--- config.mk ---
export PLATFORM = sky130hd
export DESIGN_NAME = id_serial_issue
export DESIGN_NICKNAME = d
export VERILOG_FILES = /design/src/rtl/id_serial_issue.sv
export SDC_FILE = /design/constraint.sdc
export NUM_CORES = 1
export LEC_CHECK = 0
export ABC_AREA = 0
export CAP_MARGIN = 20
export CORE_ASPECT_RATIO = 1.4
export CORE_MARGIN = 3
export CORE_UTILIZATION = 45
export CTS_CLUSTER_SIZE = 30
export DETAILED_ROUTE_END_ITERATION = 7
export MAX_ROUTING_LAYER = met4
export PLACE_DENSITY = 0.85
export SYNTH_ARGS = -nofsm -noshare
export SYNTH_HDL_FRONTEND = slang
export SYNTH_SLANG_ARGS = --single-unit
--- constraint.sdc ---
create_clock -name CLK -period 2.3 [get_ports CLK]
set_input_delay 0.345 -clock CLK [delete_from_list [all_inputs] [get_ports CLK]]
set_output_delay 0.345 -clock CLK [all_outputs]
set_load 0.01 [all_outputs]
--- src/rtl/id_serial_issue.sv ---
// Decode-to-execute issue register that serialises syscall / LL-SC bundles:
// drain bubbles, pulse sys_out, then release. Optional macro: ID_SER_PASS_EN.
module id_serial_issue #(
  parameter int LANES  = 1,
  parameter int DATA_W = 32,
  parameter int DRAIN  = 3
) (
  input  logic                      CLK,
  input  logic                      RESET,
  input  logic                      in_valid,
  input  logic [LANES*DATA_W-1:0]   in_payload,
  input  logic [LANES-1:0]          in_wen,
  input  logic [LANES*5-1:0]        in_wreg,
  input  logic                      in_serialize,
  input  logic                      in_notify,
  input  logic                      out_stall,
  input  logic                      flush,
  output logic                      in_ready,
  output logic                      out_valid,
  output logic [LANES*DATA_W-1:0]   out_payload,
  output logic [LANES-1:0]          out_wen,
  output logic [LANES*5-1:0]        out_wreg,
  output logic                      sys_out,
  output logic                      want_freeze,
  output logic [1:0]                dbg_state_o,
  output logic [2:0]                dbg_cnt_o
);

  typedef enum logic [1:0] {S_RUN, S_DRAIN, S_NOTIFY, S_RELEASE} state_t;

  localparam logic [2:0] DRAIN_CNT = 3'(DRAIN);

  state_t                    state_q, state_d;
  logic [2:0]                cnt_q, cnt_d;
  logic                      notify_q, notify_d;
  logic                      valid_q, valid_d;
  logic [LANES*DATA_W-1:0]   payload_q, payload_d;
  logic [LANES-1:0]          wen_q, wen_d;
  logic [LANES*5-1:0]        wreg_q, wreg_d;
  logic                      sys_q, sys_d;
  logic [LANES-1:0]          wen_masked;

  // Writes to r0 are architecturally discarded, so never forward them.
  always_comb begin
    wen_masked = '0;
    for (int i = 0; i < LANES; i++) begin
      wen_masked[i] = in_wen[i] && (in_wreg[i*5 +: 5] != 5'd0);
    end
  end

  assign in_ready    = !out_stall && !flush && (state_q == S_RUN || state_q == S_RELEASE);
  assign want_freeze = (state_q == S_DRAIN) || (state_q == S_NOTIFY) ||
                       ((state_q == S_RUN) && in_valid && in_serialize);

  always_comb begin
    state_d   = state_q;
    cnt_d     = cnt_q;
    notify_d  = notify_q;
    valid_d   = valid_q;
    payload_d = payload_q;
    wen_d     = wen_q;
    wreg_d    = wreg_q;
    sys_d     = 1'b0;
    if (flush) begin
      state_d  = S_RUN;
      cnt_d    = 3'd0;
      notify_d = 1'b0;
      valid_d  = 1'b0;
      wen_d    = '0;
    end else if (!out_stall) begin
      case (state_q)
        S_RUN, S_RELEASE: begin
          state_d = S_RUN;
          if (in_valid && in_serialize) begin
`ifdef ID_SER_PASS_EN
            valid_d   = 1'b1;
            payload_d = in_payload;
            wreg_d    = in_wreg;
`else
            valid_d   = 1'b0;
            payload_d = '0;
            wreg_d    = '0;
`endif
            wen_d    = '0;
            cnt_d    = DRAIN_CNT;
            notify_d = in_notify;
            // The accept slot is itself the first bubble of the drain.
            state_d  = (DRAIN_CNT == 3'd1) ? S_NOTIFY : S_DRAIN;
          end else if (in_valid) begin
            valid_d   = 1'b1;
            payload_d = in_payload;
            wreg_d    = in_wreg;
            wen_d     = wen_masked;
          end else begin
            valid_d = 1'b0;
            wen_d   = '0;
          end
        end
        S_DRAIN: begin
          valid_d = 1'b0;
          wen_d   = '0;
          cnt_d   = cnt_q - 3'd1;
          if (cnt_q <= 3'd2) state_d = S_NOTIFY;
        end
        S_NOTIFY: begin
          valid_d = 1'b0;
          wen_d   = '0;
          sys_d   = notify_q;
          state_d = S_RELEASE;
        end
        default: state_d = S_RUN;
      endcase
    end
  end

  always_ff @(posedge CLK or negedge RESET) begin
    if (!RESET) begin
      state_q   <= S_RUN;
      cnt_q     <= 3'd0;
      notify_q  <= 1'b0;
      valid_q   <= 1'b0;
      payload_q <= '0;
      wen_q     <= '0;
      wreg_q    <= '0;
      sys_q     <= 1'b0;
    end else begin
      state_q   <= state_d;
      cnt_q     <= cnt_d;
      notify_q  <= notify_d;
      valid_q   <= valid_d;
      payload_q <= payload_d;
      wen_q     <= wen_d;
      wreg_q    <= wreg_d;
      sys_q     <= sys_d;
    end
  end

  assign out_valid   = valid_q;
  assign out_payload = payload_q;
  assign out_wen     = wen_q;
  assign out_wreg    = wreg_q;
  assign sys_out     = sys_q;
  assign dbg_state_o = state_q;
  assign dbg_cnt_o   = cnt_q;

endmodule

# Word-level counts from Yosys, hierarchy flattened
# Cells that the tools add are included.
# word_totals
elab_cells,71
input_bits,45
register_bits,46
mem_bits_rw,0
latchBits,0
romBits,0
memories,0
# classes
add_sub_neg,1
n_div,0
shift,0
mux,30
n_eq_ne,6
mul,0
bitwise_logic,2
order_cmp,1
n_reduce_logical,23
# op_table
cell,n
32-bit 2-to-1 mux,2
1-bit 2-to-1 mux,16
5-bit 2-to-1 mux,2
3-bit 2-to-1 mux,3
1-bit logical AND,6
2-bit 2-to-1 mux,3
2-bit one-hot mux with 3 select lines,1
3-bit one-hot mux with 2 select lines,1
3-bit AND reduction,2
2-bit nonzero test,3
5-bit nonzero test,1
2-bit equality test (second input constant),2
1-bit one-hot mux with 2 select lines,2
4-bit AND reduction,1
2-bit OR reduction,2
3-bit by 2-bit <= comparator with 1-bit output (second input constant),1
1-bit logical OR,3
3-bit by 2-bit != test with 1-bit output (second input constant),1
3-bit != test (second input constant),1
3-bit nonzero test,1
3-bit by 1-bit subtractor with 3-bit output (second input constant),1
2-bit by 1-bit equality test with 1-bit output (second input constant),1
1-bit logical NOT,2
2-bit logical NOT,1
3 further kinds,4

# Depth between registers and ports, before layout
# depth
word_depth,7
mapped_depth,8

# Worst setup path after synthesis
# Ideal clock, no wire load.
# synth_path
path_kind,reg-to-reg
start,register state_q[0] (netlist: dbg_state_o[0])
end,register payload_q[1] (netlist: out_payload[1])
n_path_buf,2
t_required_ns,2.167
path_stages_with_launch,9
slack_ns,0.540
period_less_slack_ns,1.760
arrival_ns,1.627
path_cell_list,dfrtp_1 > inv_1 > ha_1 > nor3_4 > nand2_1 > buf_6 > buf_6 > nand2_1 > o21ai_0
# synth_via
elab_chain_len,3
elab_cells_between_ends,4
classes_between,1 x eq/ne; 3 x reduce/logical
# synth_rtl
element,line,rtl
from (decl),33,"state_t state_q, state_d;"
from (signal assigned),127,state_q <= state_d;
2-bit equality test or 2-bit logical NOT (tied branches),71,case (state_q)
2-bit OR reduction (*),71,
4-bit AND reduction (no line) (*),--,
to (signal assigned),131,payload_q <= payload_d;
to (decl),37,"logic [LANES*DATA_W-1:0] payload_q, payload_d;"
# Every way passes the cells marked *; elsewhere a longest branch is shown, timed or not.
# A chain may end at the register's enable or synchronous reset.

# Worst setup path in the final report
# layout_path
start,register state_q[0] (netlist: dbg_state_o[0])
end,output want_freeze
# layout_via
elab_chain_len,4
elab_cells_between_ends,7
classes_between,2 x eq/ne; 5 x reduce/logical
# layout_rtl
element,line,rtl
2-bit logical NOT,53,((state_q == S_RUN) && in_valid && in_serialize);
1-bit logical AND (2 in series),53,
1-bit logical OR (*),52,assign want_freeze = (state_q == S_DRAIN) || (state_q == S_NOTIFY) ||
to (decl),24,"output logic want_freeze,"
# Marked as above.

==> flow_metrics.py <==
metrics = {
    "worst_setup_path": {
        "critPathRequiredTime_ns": 1.96,
        "path_class": "reg2out",
        "crit_start": "dbg_state_o[0]$_DFFE_PN0P_",
        "slowest_stage": "clkdlybuf4s50_1",
        "startpoint_type": "register",
        "r2r_start": "dbg_state_o[0]$_DFFE_PN0P_",
        "r2r_end": "out_wen$_DFFE_PN0P_",
        "critPathBufInv": 2,
        "crit_chain": "inv_1, ha_4, a31o_2, clkdlybuf4s50_1",
        "rr_worst_depth": 6,
        "critical_path.top_delay_family": "buffers and inverters",
        "cp-end-kind": "output port",
        "crit_arrival_ns": 1.78,
        "cp_num_cells": 4,
        "path_max_fanout": 8,
        "critPathMaxStageDelay_ns": 0.48,
        "r2r_setup_slack_ns": 0.54,
    },
    "finish": {
        "final_common_cell": "clkdlybuf4s50_1",
        "drive_gt1_share_pct": 5.844,
        "fill_cells": 346,
        "layout.nets": 357,
        "layout_common_cells": "clkdlybuf4s50_1 (89), dfrtp_1 (46), nand2_1 (41)",
        "area_growth_pct": 49.17,
        "diodes": 0,
        "fin_cells": 368,
    },
    "clock_network": {
        "ctsHoldBuffers": 0,
        "numCtsBuffers": 5,
        "ctsRootBufferMaster": "clkbuf_8",
        "cts_setup_buffers": 0,
        "htree_levels": 2,
        "clock_latency_ns": 0.29,
        "clk_pin_slew_ns": 0.08,
        "cts_sinks": 46,
        "cts_tree": "yes",
        "cts_max_path_buffers": 2,
    },
    "floorplan": {
        "fp.dieH_um": 87.21,
        "die_area_um2": 5581,
        "core_area_um2": 4379,
        "io_pins": 92,
        "num_rows": 28,
        "initial_core_util_pct": 48.40,
        "die_x_um": 64,
    },
    "synth": {
        "ys_seq_area_share_pct": 54.31,
        "synth-edff-count": 0,
        "ys_ff_latch": 46,
        "syn_area_per_cell_um2": 9.723,
        "synth_flop_cell": "dfrtp_1",
        "syn-cell-area_um2": 2120,
        "synth_cell_type_count": 29,
        "ys_async_sr_fraction_pct": 100.0,
        "synthCells": 218,
        "yosys_warnings": 0,
        "syn-num-nets": 268,
    },
    "detailed_routing": {
        "wl_per_cell_um": 13.78,
        "drt_iter0_drc": 70,
        "ant_nets": 0,
        "vias_per_cell": 4.793,
        "via_count": 1764,
        "wl_um": 5072,
        "dr.pass1.iters": 4,
        "drcViolationCount": 0,
    },
    "timing": {
        "worst-slew-pin-transition_ns": 0.5613,
        "finalSetupTns_ns": 0,
        "fin_hold_ws_ns": 0.1266,
        "finClkSkew_ns": 0.006113,
        "slew_violations": 0,
        "setup_viol": 0,
        "fmaxAchievable_ghz": 0.4715,
        "final_hold_viol_count": 0,
        "min_period_ns": 2.121,
        "rsz0062_at_grt": "no",
        "fin_crit_sh_pct": 92.22,
        "relSlewSlack_pct": 62.58,
    },
    "global_routing": {
        "grt_use_total_pct": 19.48,
        "grt_pass1_vias": 1724,
        "grt_max_degree": 63,
        "overflow": 0,
        "antenna_found_initial": 0,
        "grt_pass1_wl_um": 8190,
    },
    "worst_hold_path": {
        "hold_path_class": "in2async",
    },
    "flow_run": {
        "cap_violations": 0,
    },
    "placed_design": {
        "numPortBuffers": 91,
        "gp_congestion": 0.7938,
        "dp.cells": 360,
        "dp_hpwl_um": 3764,
    },
    "outcome": {
        "status": "completed",
    },
    "power_and_ir_drop": {
        "p_per_area_nw_per_um2": 661.5,
        "p_leak_uw": 0.001358,
        "vdd_drop_max_mv": 0.4915,
    },
}
-- flip-flops by register name, indices dropped and copies added (netlist names) --
signal / count
dbg_cnt_o: 3
dbg_state_o: 2
notify_q: 1
out_payload: 32
out_valid: 1
out_wen: 1
out_wreg: 5
sys_out: 1
-- worst register-to-register path, delay by kind of cell, from the launching register on --
kind | cells | cell delay [ns]
adder cells (fa/ha/maj) | 1 | 0.25
AND/OR/NAND/NOR | 2 | 0.39
flip-flops | 1 | 0.42
buffers and inverters | 2 | 0.38
AO/OA/AOI/OAI | 1 | 0.24
-- metrics by stage --
stage / worst slack (ns) / area, um^2 / total power (uW) / utilization [%]
after floorplan: 0.5396 / 2120 / 1233 / -
after global placement: 0.3236 / 3055 / 1602 / 69.77
after detailed placement: 0.2837 / 3055 / 1625 / 69.77
after CTS: 0.03186 / 3149 / 2121 / 71.91
after global routing: 0.09449 / 3162 / 2229 / 72.20
final: 0.1790 / 3162 / 2092 / 72.20
-- cell families after synthesis --
family,count (synthesis),share of synthesized area [%]
multiplexers,1,0.4723
flip-flops,46,54.31
adder cells (fa/ha/maj),5,2.952
AND/OR/NAND/NOR,92,22.55
AO/OA/AOI/OAI,56,14.58
buffers and inverters,18,5.136
-- cells in the mapped netlist, types with 2 or more instances --
| master | count | area [um^2] |
|---|---|---|
| a21oi_1 | 5 | 25.02 |
| a32o_1 | 2 | 20.02 |
| buf_6 | 5 | 56.30 |
| clkbuf_1 | 7 | 26.28 |
| dfrtp_1 | 46 | 1151 |
| ha_1 | 5 | 62.56 |
| inv_1 | 5 | 18.77 |
| nand2_1 | 42 | 157.7 |
| nand2b_1 | 37 | 231.5 |
| nor2_1 | 3 | 11.26 |
| nor2b_1 | 2 | 12.51 |
| o21ai_0 | 37 | 185.2 |
| o21ai_1 | 6 | 30.03 |
-- how the worst max path moves through the flow --
stage	end
2_1_floorplan	out_payload[1]$_DFFE_PN0P_
3_3_place_gp	dbg_cnt_o[0]$_DFFE_PN0P_
3_5_place_dp	in_ready
4_1_cts	in_ready
5_1_grt	want_freeze
6_report	want_freeze
-- layer usage --
metal  vias up  GRT usage, %  wire length, um
met5         -             -                0
met4         0         9.234               57
met3         4         4.005              272
met2        63         33.68             2766
met1       799         21.25             1975
li1        898             -                -
-- timing repair --
action                     in CTS  in global routing
resized for setup               1                  2
gates cloned                    0                  0
setup endpoints to repair       1                  2
-- area by class of cell --
type	instances	area [um^2]	area share [%]
Sequential cell	46	1151	36.41
Timing Repair Buffer	95	950.9	30.08
Multi-Input combinational cell	154	874.6	27.66
Clock buffer	7	86.33	2.731
Tap cell	60	75.07	2.374
Inverter	5	18.77	0.5936
Clock inverter	1	5.005	0.1583
-- where the power goes --
part	internal [uW]	total, uW	switching [uW]
sequential	928	992	64.6
combinational	356	611	255
clock	242	488	246
total	1530	2090	565
Note: power is estimated with default switching activity, not from simulation.
